### src/rtl/layer_ofm_pack_save.sv
// Purpose : packs IN_W-bit ofm words into PACK-word lines and writes them round-robin over NUM_BANK banks.
// Latency : line write (o_we/o_wdata/o_addr) is registered, one cycle after the last word of the line.
// Backpressure: none; one word accepted every cycle i_vld=1, gaps allowed.
//
// Ports:
//   clk, rstn        rising-edge clock, asynchronous active-low reset
//   i_vld/i_ofm      ofm word stream
//   i_last           final word of a layer (qualified by i_vld); flushes a partial line
//   i_base           start address for every bank, sampled on a layer's first word
//   o_wdata          packed line, word k at [k*IN_W +: IN_W]
//   o_we             one-hot bank write strobe
//   o_addr           registered per-bank address, bank b at [b*ADDR_W +: ADDR_W]
//   o_busy           layer in progress
//   o_done           pulses with the layer's final write
//   o_ovf            (LAYER_SAVE_OVF_EN only) sticky pointer-wrap flag
// Optional feature macro: LAYER_SAVE_OVF_EN
module layer_ofm_pack_save #(
  parameter int IN_W     = 32,
  parameter int PACK     = 4,
  parameter int NUM_BANK = 16,
  parameter int ADDR_W   = 10
) (
  input  logic                         clk,
  input  logic                         rstn,
  input  logic                         i_vld,
  input  logic [IN_W-1:0]              i_ofm,
  input  logic                         i_last,
  input  logic [ADDR_W-1:0]            i_base,
  output logic [IN_W*PACK-1:0]         o_wdata,
  output logic [NUM_BANK-1:0]          o_we,
  output logic [NUM_BANK*ADDR_W-1:0]   o_addr,
  output logic                         o_busy,
  output logic                         o_done
`ifdef LAYER_SAVE_OVF_EN
  ,
  output logic                         o_ovf
`endif
);

  localparam int CNT_W  = (PACK > 1) ? $clog2(PACK) : 1;
  localparam int BANK_W = $clog2(NUM_BANK);

  typedef enum logic {S_IDLE, S_PACK} state_t;

  state_t                  state, state_nxt;
  logic [CNT_W-1:0]        cnt;
  logic [BANK_W-1:0]       bank_idx;
  logic [ADDR_W-1:0]       ptr [NUM_BANK];
  logic [IN_W*PACK-1:0]    line, next_line;
  logic                    first, line_full, wr, sup;
  logic [ADDR_W-1:0]       ptr_cur;
`ifdef LAYER_SAVE_OVF_EN
  logic [NUM_BANK-1:0]     wrapped;
`endif

  always_ff @(posedge clk or negedge rstn) begin
    if (!rstn) state <= S_IDLE;
    else       state <= state_nxt;
  end

  always_comb begin
    state_nxt = state;
    case (state)
      S_IDLE:  if (i_vld && !i_last) state_nxt = S_PACK;
      S_PACK:  if (i_vld && i_last)  state_nxt = S_IDLE;
      default: state_nxt = S_IDLE;
    endcase
  end

  assign o_busy    = (state == S_PACK);
  assign first     = (state == S_IDLE);
  assign line_full = (cnt == CNT_W'(PACK - 1));
  assign wr        = i_vld && (line_full || i_last);
  // On a layer's first word the pointers are being loaded this very edge,
  // so the write address must come straight from i_base.
  assign ptr_cur   = first ? i_base : ptr[bank_idx];
`ifdef LAYER_SAVE_OVF_EN
  assign sup       = first ? 1'b0 : wrapped[bank_idx];
`else
  assign sup       = 1'b0;
`endif

  // Lane 0 starts a fresh line, which clears all upper lanes so a flushed
  // partial line carries zeros above the last real word.
  always_comb begin
    next_line = (cnt == '0) ? '0 : line;
    for (int k = 0; k < PACK; k++) begin
      if (CNT_W'(k) == cnt) next_line[k*IN_W +: IN_W] = i_ofm;
    end
  end

  always_ff @(posedge clk or negedge rstn) begin
    if (!rstn) begin
      cnt      <= '0;
      bank_idx <= '0;
      line     <= '0;
      o_wdata  <= '0;
      o_we     <= '0;
      o_addr   <= '0;
      o_done   <= 1'b0;
      for (int b = 0; b < NUM_BANK; b++) ptr[b] <= '0;
`ifdef LAYER_SAVE_OVF_EN
      wrapped  <= '0;
      o_ovf    <= 1'b0;
`endif
    end else begin
      o_we   <= '0;
      o_done <= 1'b0;
      if (i_vld) begin
        line <= next_line;
        if (first) begin
          for (int b = 0; b < NUM_BANK; b++) ptr[b] <= i_base;
`ifdef LAYER_SAVE_OVF_EN
          wrapped <= '0;
          o_ovf   <= 1'b0;
`endif
        end
        if (wr) begin
          cnt     <= '0;
          o_done  <= i_last;
          o_wdata <= next_line;
          if (i_last || bank_idx == BANK_W'(NUM_BANK - 1)) bank_idx <= '0;
          else                                             bank_idx <= bank_idx + 1'b1;
          if (!sup) begin
            o_we <= NUM_BANK'(1) << bank_idx;
            for (int b = 0; b < NUM_BANK; b++) begin
              if (BANK_W'(b) == bank_idx) o_addr[b*ADDR_W +: ADDR_W] <= ptr_cur;
            end
            ptr[bank_idx] <= ptr_cur + 1'b1;
`ifdef LAYER_SAVE_OVF_EN
            // Writing the top address means the next write to this bank would wrap.
            if (&ptr_cur) begin
              wrapped[bank_idx] <= 1'b1;
              o_ovf             <= 1'b1;
            end
`endif
          end
        end else begin
          cnt <= cnt + 1'b1;
        end
      end
    end
  end

endmodule

### config.mk
export PLATFORM = sky130hd
export DESIGN_NAME = layer_ofm_pack_save
export DESIGN_NICKNAME = d
export VERILOG_FILES = /design/src/rtl/layer_ofm_pack_save.sv
export SDC_FILE = /design/constraint.sdc
export NUM_CORES = 1
export LEC_CHECK = 0
export CORE_MARGIN = 5
export CORE_UTILIZATION = 30
export DETAILED_ROUTE_END_ITERATION = 6
export SLEW_MARGIN = 30
export SYNTH_ARGS = -nofsm -noshare
export SYNTH_HDL_FRONTEND = slang
export SYNTH_SLANG_ARGS = --single-unit
### constraint.sdc
create_clock -name clk -period 3.4 [get_ports clk]
set_input_delay 0.51 -clock clk [delete_from_list [all_inputs] [get_ports clk]]
set_output_delay 0.51 -clock clk [all_outputs]
set_load 0.01 [all_outputs]
* Word level (Yosys, flattened, before mapping)
Index checks and enable logic that the tools add are counted.
Storage, ports and cells: bits of input ports 46, output and inout port bits 306, logic and storage cells 117, register bits 600
Operators by class: $lt $le $gt $ge 2, mux-type cells 24, reduce and logical (&&, ||, !) cells 26, shift operators 1, eq/ne operators 20, bitwise logic cells 2, add/subtract/negate cells 3
Operators by type and width (number):
- 2-to-1 mux 160 bit | 3
- bitwise mux 160 bit | 1
- 2-to-1 mux 128 bit | 1
- 2-to-1 mux 32 bit | 4
- AND reduction 3 bit | 16
- binary-select mux 10 bit (select 4 bit) | 1
- demux 10 bit (select 4 bit) | 1
- 2-to-1 mux 10 bit | 4
- equality test 4 bit (first input constant) | 8
- 2-to-1 mux 16 bit | 2
- equality test 3 x 4 -> 1 bit (first input constant) | 4
- left shift 1 x 4 -> 16 bit (first input constant) | 1
- adder 10 x 1 -> 10 bit (second input constant) | 1
- equality test 2 x 4 -> 1 bit (first input constant) | 2
- greater-or-equal comparator 5 bit (second input constant) | 1
- less-than comparator 5 x 1 -> 1 bit (second input constant) | 1
- NOT 4 -> 5 bit | 1
- adder 4 x 1 -> 4 bit (second input constant) | 1
- equality test 1 x 4 -> 1 bit (first input constant) | 1
- equality test 2 bit (first input constant) | 2
- equality test 4 bit (second input constant) | 1
- logical AND 1 bit | 4
- zero test 4 bit | 1
- 2-to-1 mux 1 bit | 4
- 11 further kinds | 12

* Longest topological paths before layout
word-level depth 8, gate-level depth with buffers 14, mapped depth without buffers 10

* Least setup slack after synthesis
OpenSTA, ideal clock, no wires.
path kind register to register, from reg bank_idx[0], to reg ptr[156] in the netlist's numbering, stages on the path, launching flop included 14, setup time 0.121 ns, clock period less this slack 2.956 ns, path buffers 4, arrival time 2.836 ns, slack 0.444 ns, required time 3.279 ns, cells stage by stage dfrtp_1 buf_6 buf_8 mux4_2 o22ai_1 a221o_1 inv_2 ha_1 inv_1 or4_1 clkbuf_1 buf_2 nand3_1 a21oi_1
On the way: longest elaborated chain between the ends 8, elaborated cells on any way between the ends 13, classes of those cells 1 x add/sub; 2 x order compare; 8 x mux; 1 x bitwise; 1 x reduce/logical
RTL lines:
- start: declaration | RTL line 47 | logic [BANK_W-1:0] bank_idx;
- start signal: assignment | RTL line 123 | else bank_idx <= bank_idx + 1'b1;
- NOT 4 -> 5 bit (implied by the code) | RTL line 76 | assign ptr_cur = first ? i_base : ptr[bank_idx];
- binary-select mux 10 bit (select 4 bit) | RTL line 76
- 2-to-1 mux 10 bit (implied by the code) (2 in a row) | RTL line 76
- 2-to-1 mux 10 bit | RTL line 76
- via ptr_cur[0] | RTL line 51 | logic [ADDR_W-1:0] ptr_cur;
- adder 10 x 1 -> 10 bit | RTL line 129 | ptr[bank_idx] <= ptr_cur + 1'b1;
- bitwise mux 160 bit | RTL line 129
- 2-to-1 mux 160 bit | RTL line 118 | if (wr) begin
- end signal: indexed assignment | RTL line 129
- end: declaration | RTL line 48 | logic [ADDR_W-1:0] ptr [NUM_BANK];
The timed path passes the listed nets, and every way through them passes these cells. The select of a mux whose other input is x is not followed. A chain may end at the register's enable or synchronous reset.

* Worst setup path in the final report
from reg bank_idx[1], to reg ptr[18] in the netlist's numbering
The elaborated chain is that of the path after synthesis.

==> results.yml <==
synthesis:
  synth_nets: 2638
  avgSynthCellArea_um2: 10.1
  ys_async_sr_fraction_pct: 100
  synth.area.mux_share_pct: 6.32
  netlist_area_mm2: 0.0261
  synthTopCellsByCount: "dfrtp_1 (600), nor2_1 (348), nand2_1 (343)"
  synth_area_leaders: "dfrtp_1 (57%), nor2_1 (5.0%), nand2_1 (4.9%)"
  synth_top_cell_by_area: "dfrtp_1"
  ys_ff_latch: 600
  synth.most_common_cell: "dfrtp_1"
  synth_xor_area_share_pct: 0.604
  ys_warn_count: 0
  synth_edf_count: 0
  synth_ff_type: "dfrtp_1"
  yosysSeqAreaShare_pct: 57.5
  synth.distinct_cells: 50
  synth_top_family_by_area: "compound AO/OA/AOI/OAI gates"
  synthSimpleGateAreaFrac_pct: 13.1
  syn_inst: 2581
  synth_compound_area_share_pct: 17.4
  synth_fa_ha_area_share_pct: 0.527
  yosys.area.top_type_share_pct: 57.5
placement:
  dpl_cell_area_mm2: 0.0311
  numPortBuffers: 351
  routabilityCongestion: 0.905
  pre_cts_ws_ns: 0.283
  dp_hpwl_um: 61400
timing:
  hold_slack_ns: 0.224
  rsz0062_at_grt: "no"
  slew_headroom_pct: 27.3
  fin_ws_ns: 0.236
  finalMaxSlewViolations: 0
  fin_crit_sh_pct: 93.1
  fin_worst_skew_ns: 0.0492
  hold_viol: 0
  worst_pin_slew_ns: 1.09
  fmax_mhz: 316
  fin_crit_ns: 3.16
  fin_tns_setup_ns: 0
  setup_viol_count_final: 0
grt:
  grt_usage_pct: 19.1
  grt.overflow.total: 0
  grt_max_degree: 168
  met1_usage_pct: 25.7
  grt.met2_usage_pct: 30.3
  grt_pass1_wl_um: 139000
  use_met3_pct: 5.17
  busiest_layer: "met2"
  grt_pass1_vias: 21100
  antenna_found_initial: 1
critical_path:
  crit_fanout: 16
  end_kind: "flip-flop"
  r2r_slack_ns: 0.24
  worstSetupPathType: "reg2reg"
  crit_path_start_kind: "flip-flop"
  worst_ep_required_time_ns: 3.94
  crit_arrival_ns: 3.70
drt:
  dr.pass1.iters: 6
  final_antenna_net_count: 0
  viasPerCell: 5.28
  routed_wl_um: 91600
  route.detailed.drc: 0
  vias: 21500
  wl_per_cell_um: 22.5
  drtIter0Drc: 2083
clock_network:
  cts-root-buf: "clkbuf_16"
  clkTransAtPathRegs_ns: 0.06
  clk_latency_ns: 0.62
  ctsHtreeMaxLevel: 3
  numCtsBuffers: 73
  tritoncts: "built"
  cts_buffer_depth: 3
  clock_sinks: 600
floorplanning:
  die_h_um: 305
  die_area_mm2: 0.0930
  core_region_area_mm2: 0.0866
  rows: 108
  io_pins: 352
  die_x_um: 305
  start_util_pct: 30.1
power:
  power.density_mw_per_mm2: 736
  netSwitchingPower_uw: 8140
  pwr-share-seq_pct: 39.3
  ir_worst_vdd_mv: 0.408
  pwr-share-comb_pct: 28.0
  clock_power_share_pct: 32.7
  internal_power_uw: 16600
  netSwitchingFraction_pct: 32.8
  p_leak_uw: 0.0147
layout:
  area_growth_pct: 29.0
  final_nets: 2916
  layout.filler_cells: 8467
  final_area_mm2: 0.0337
  diodes: 0
  drive_gt1_share_pct: 11.4
hold_path:
  hp-class: "in2reg"
status:
  status: "complete, no violations"
job:
  maxCapViolCount: 0
metal layers:
layer / wire length [um] / vias up / share of wire [%]
met2: 42700 / 1015 / 47
met4: 2490 / 2 / 2.7
met3: 8530 / 153 / 9.3
li1: - / 9619 / -
met1: 37800 / 10700 / 41
met5: 13 / - / 0.014
sequential cells by signal, summed over array words and instances (netlist names), named ones only:
signal / cells
bank_idx: 4
o_wdata: 128
o_done: 1
ptr: 160
o_we: 16
cnt: 2
line: 128
o_addr: 160
cells by family (layout without fill, tap and decap cells):
logic type                 after synthesis  in the layout
adders and majority gates               11             11
DFF                                    600            600
AOI/OAI and AO/OA                      705            705
muxes                                  121            121
and+or+nand+nor                        839            839
buffers and inverters                  287            622
xor gates and xnor gates                18             18
power by group through the flow:
stage,registers (uW),clock network (uW),logic [uW]
after floorplan,9900,0,3090
after global placement,9820,0,6910
after detailed placement,9820,0,6980
after CTS,9730,8310,6990
after global routing,9900,8620,7490
final,9730,8100,6950
final timing paths:
| kind | from | endpoint | depth (start not counted) |
|---|---|---|---|
| hold / removal | i_vld | cnt[0] | 3 |
| setup reg to reg | bank_idx[1] | ptr[18] | 10 |
| max in group asynchronous | rstn | o_addr[51] | 3 |
| hold reg to reg | o_addr[111] | o_addr[111] | 2 |
| setup / recovery | bank_idx[1] | ptr[18] | 10 |
| min in group asynchronous | rstn | o_addr[115] | 2 |
per-stage QoR:
| step | std cells | total power, uW | util (%) |
|---|---|---|---|
| global route | 4071 | 26000 | 38.9 |
| CTS | 4071 | 25000 | 38.9 |
| detailed placement | 3938 | 16800 | 36.0 |
| floorplan | 2581 | 13000 | - |
| finish | 4071 | 24800 | 38.9 |
| global placement | 3938 | 16700 | 36.0 |
layout make-up:
| class | count | area (um2) | area share, % |
|---|---|---|---|
| repair buffers | 467 | 4630 | 13.7 |
| clock inverters | 31 | 385 | 1.14 |
| inverters | 23 | 86.3 | 0.256 |
| flip-flops and latches | 600 | 15000 | 44.6 |
| well taps | 1155 | 1450 | 4.29 |
| clock buffers | 101 | 2140 | 6.36 |
| multi-input cells | 1694 | 9980 | 29.6 |
placed cells by master, fill, tap and decap left out, drive strengths merged, types with 67 or more instances in the layout:
cell type and instances:
nand3 67, a21oi 143, o21ai 239, nor2 349, nand2 343, clkbuf 101
clkdlybuf4s50 349, a221oi 98, dfrtp 600, buf 117, a22o 97
critical path, cell delays in order (launching register included):
cell and delay (ns):
dfrtp_2 0.62, buf_4 0.31, mux4_2 0.23, mux2i_1 0.06
a221o_1 0.37, inv_1 0.12, ha_1 0.23, nand3_1 0.11
o31a_1 0.47, or3_1 0.41, a21oi_1 0.14
repair_timing:
| action | in CTS | in global routing |
|---|---|---|
| resized for setup | 0 | 0 |
| buffers inserted | 0 | 0 |
| endpoints found under the setup margin | 0 | 0 |
| hold buffers | 1 | 0 |
| hold endpoints to repair | 65 | 0 |
Power figures use the tool's default switching activity.
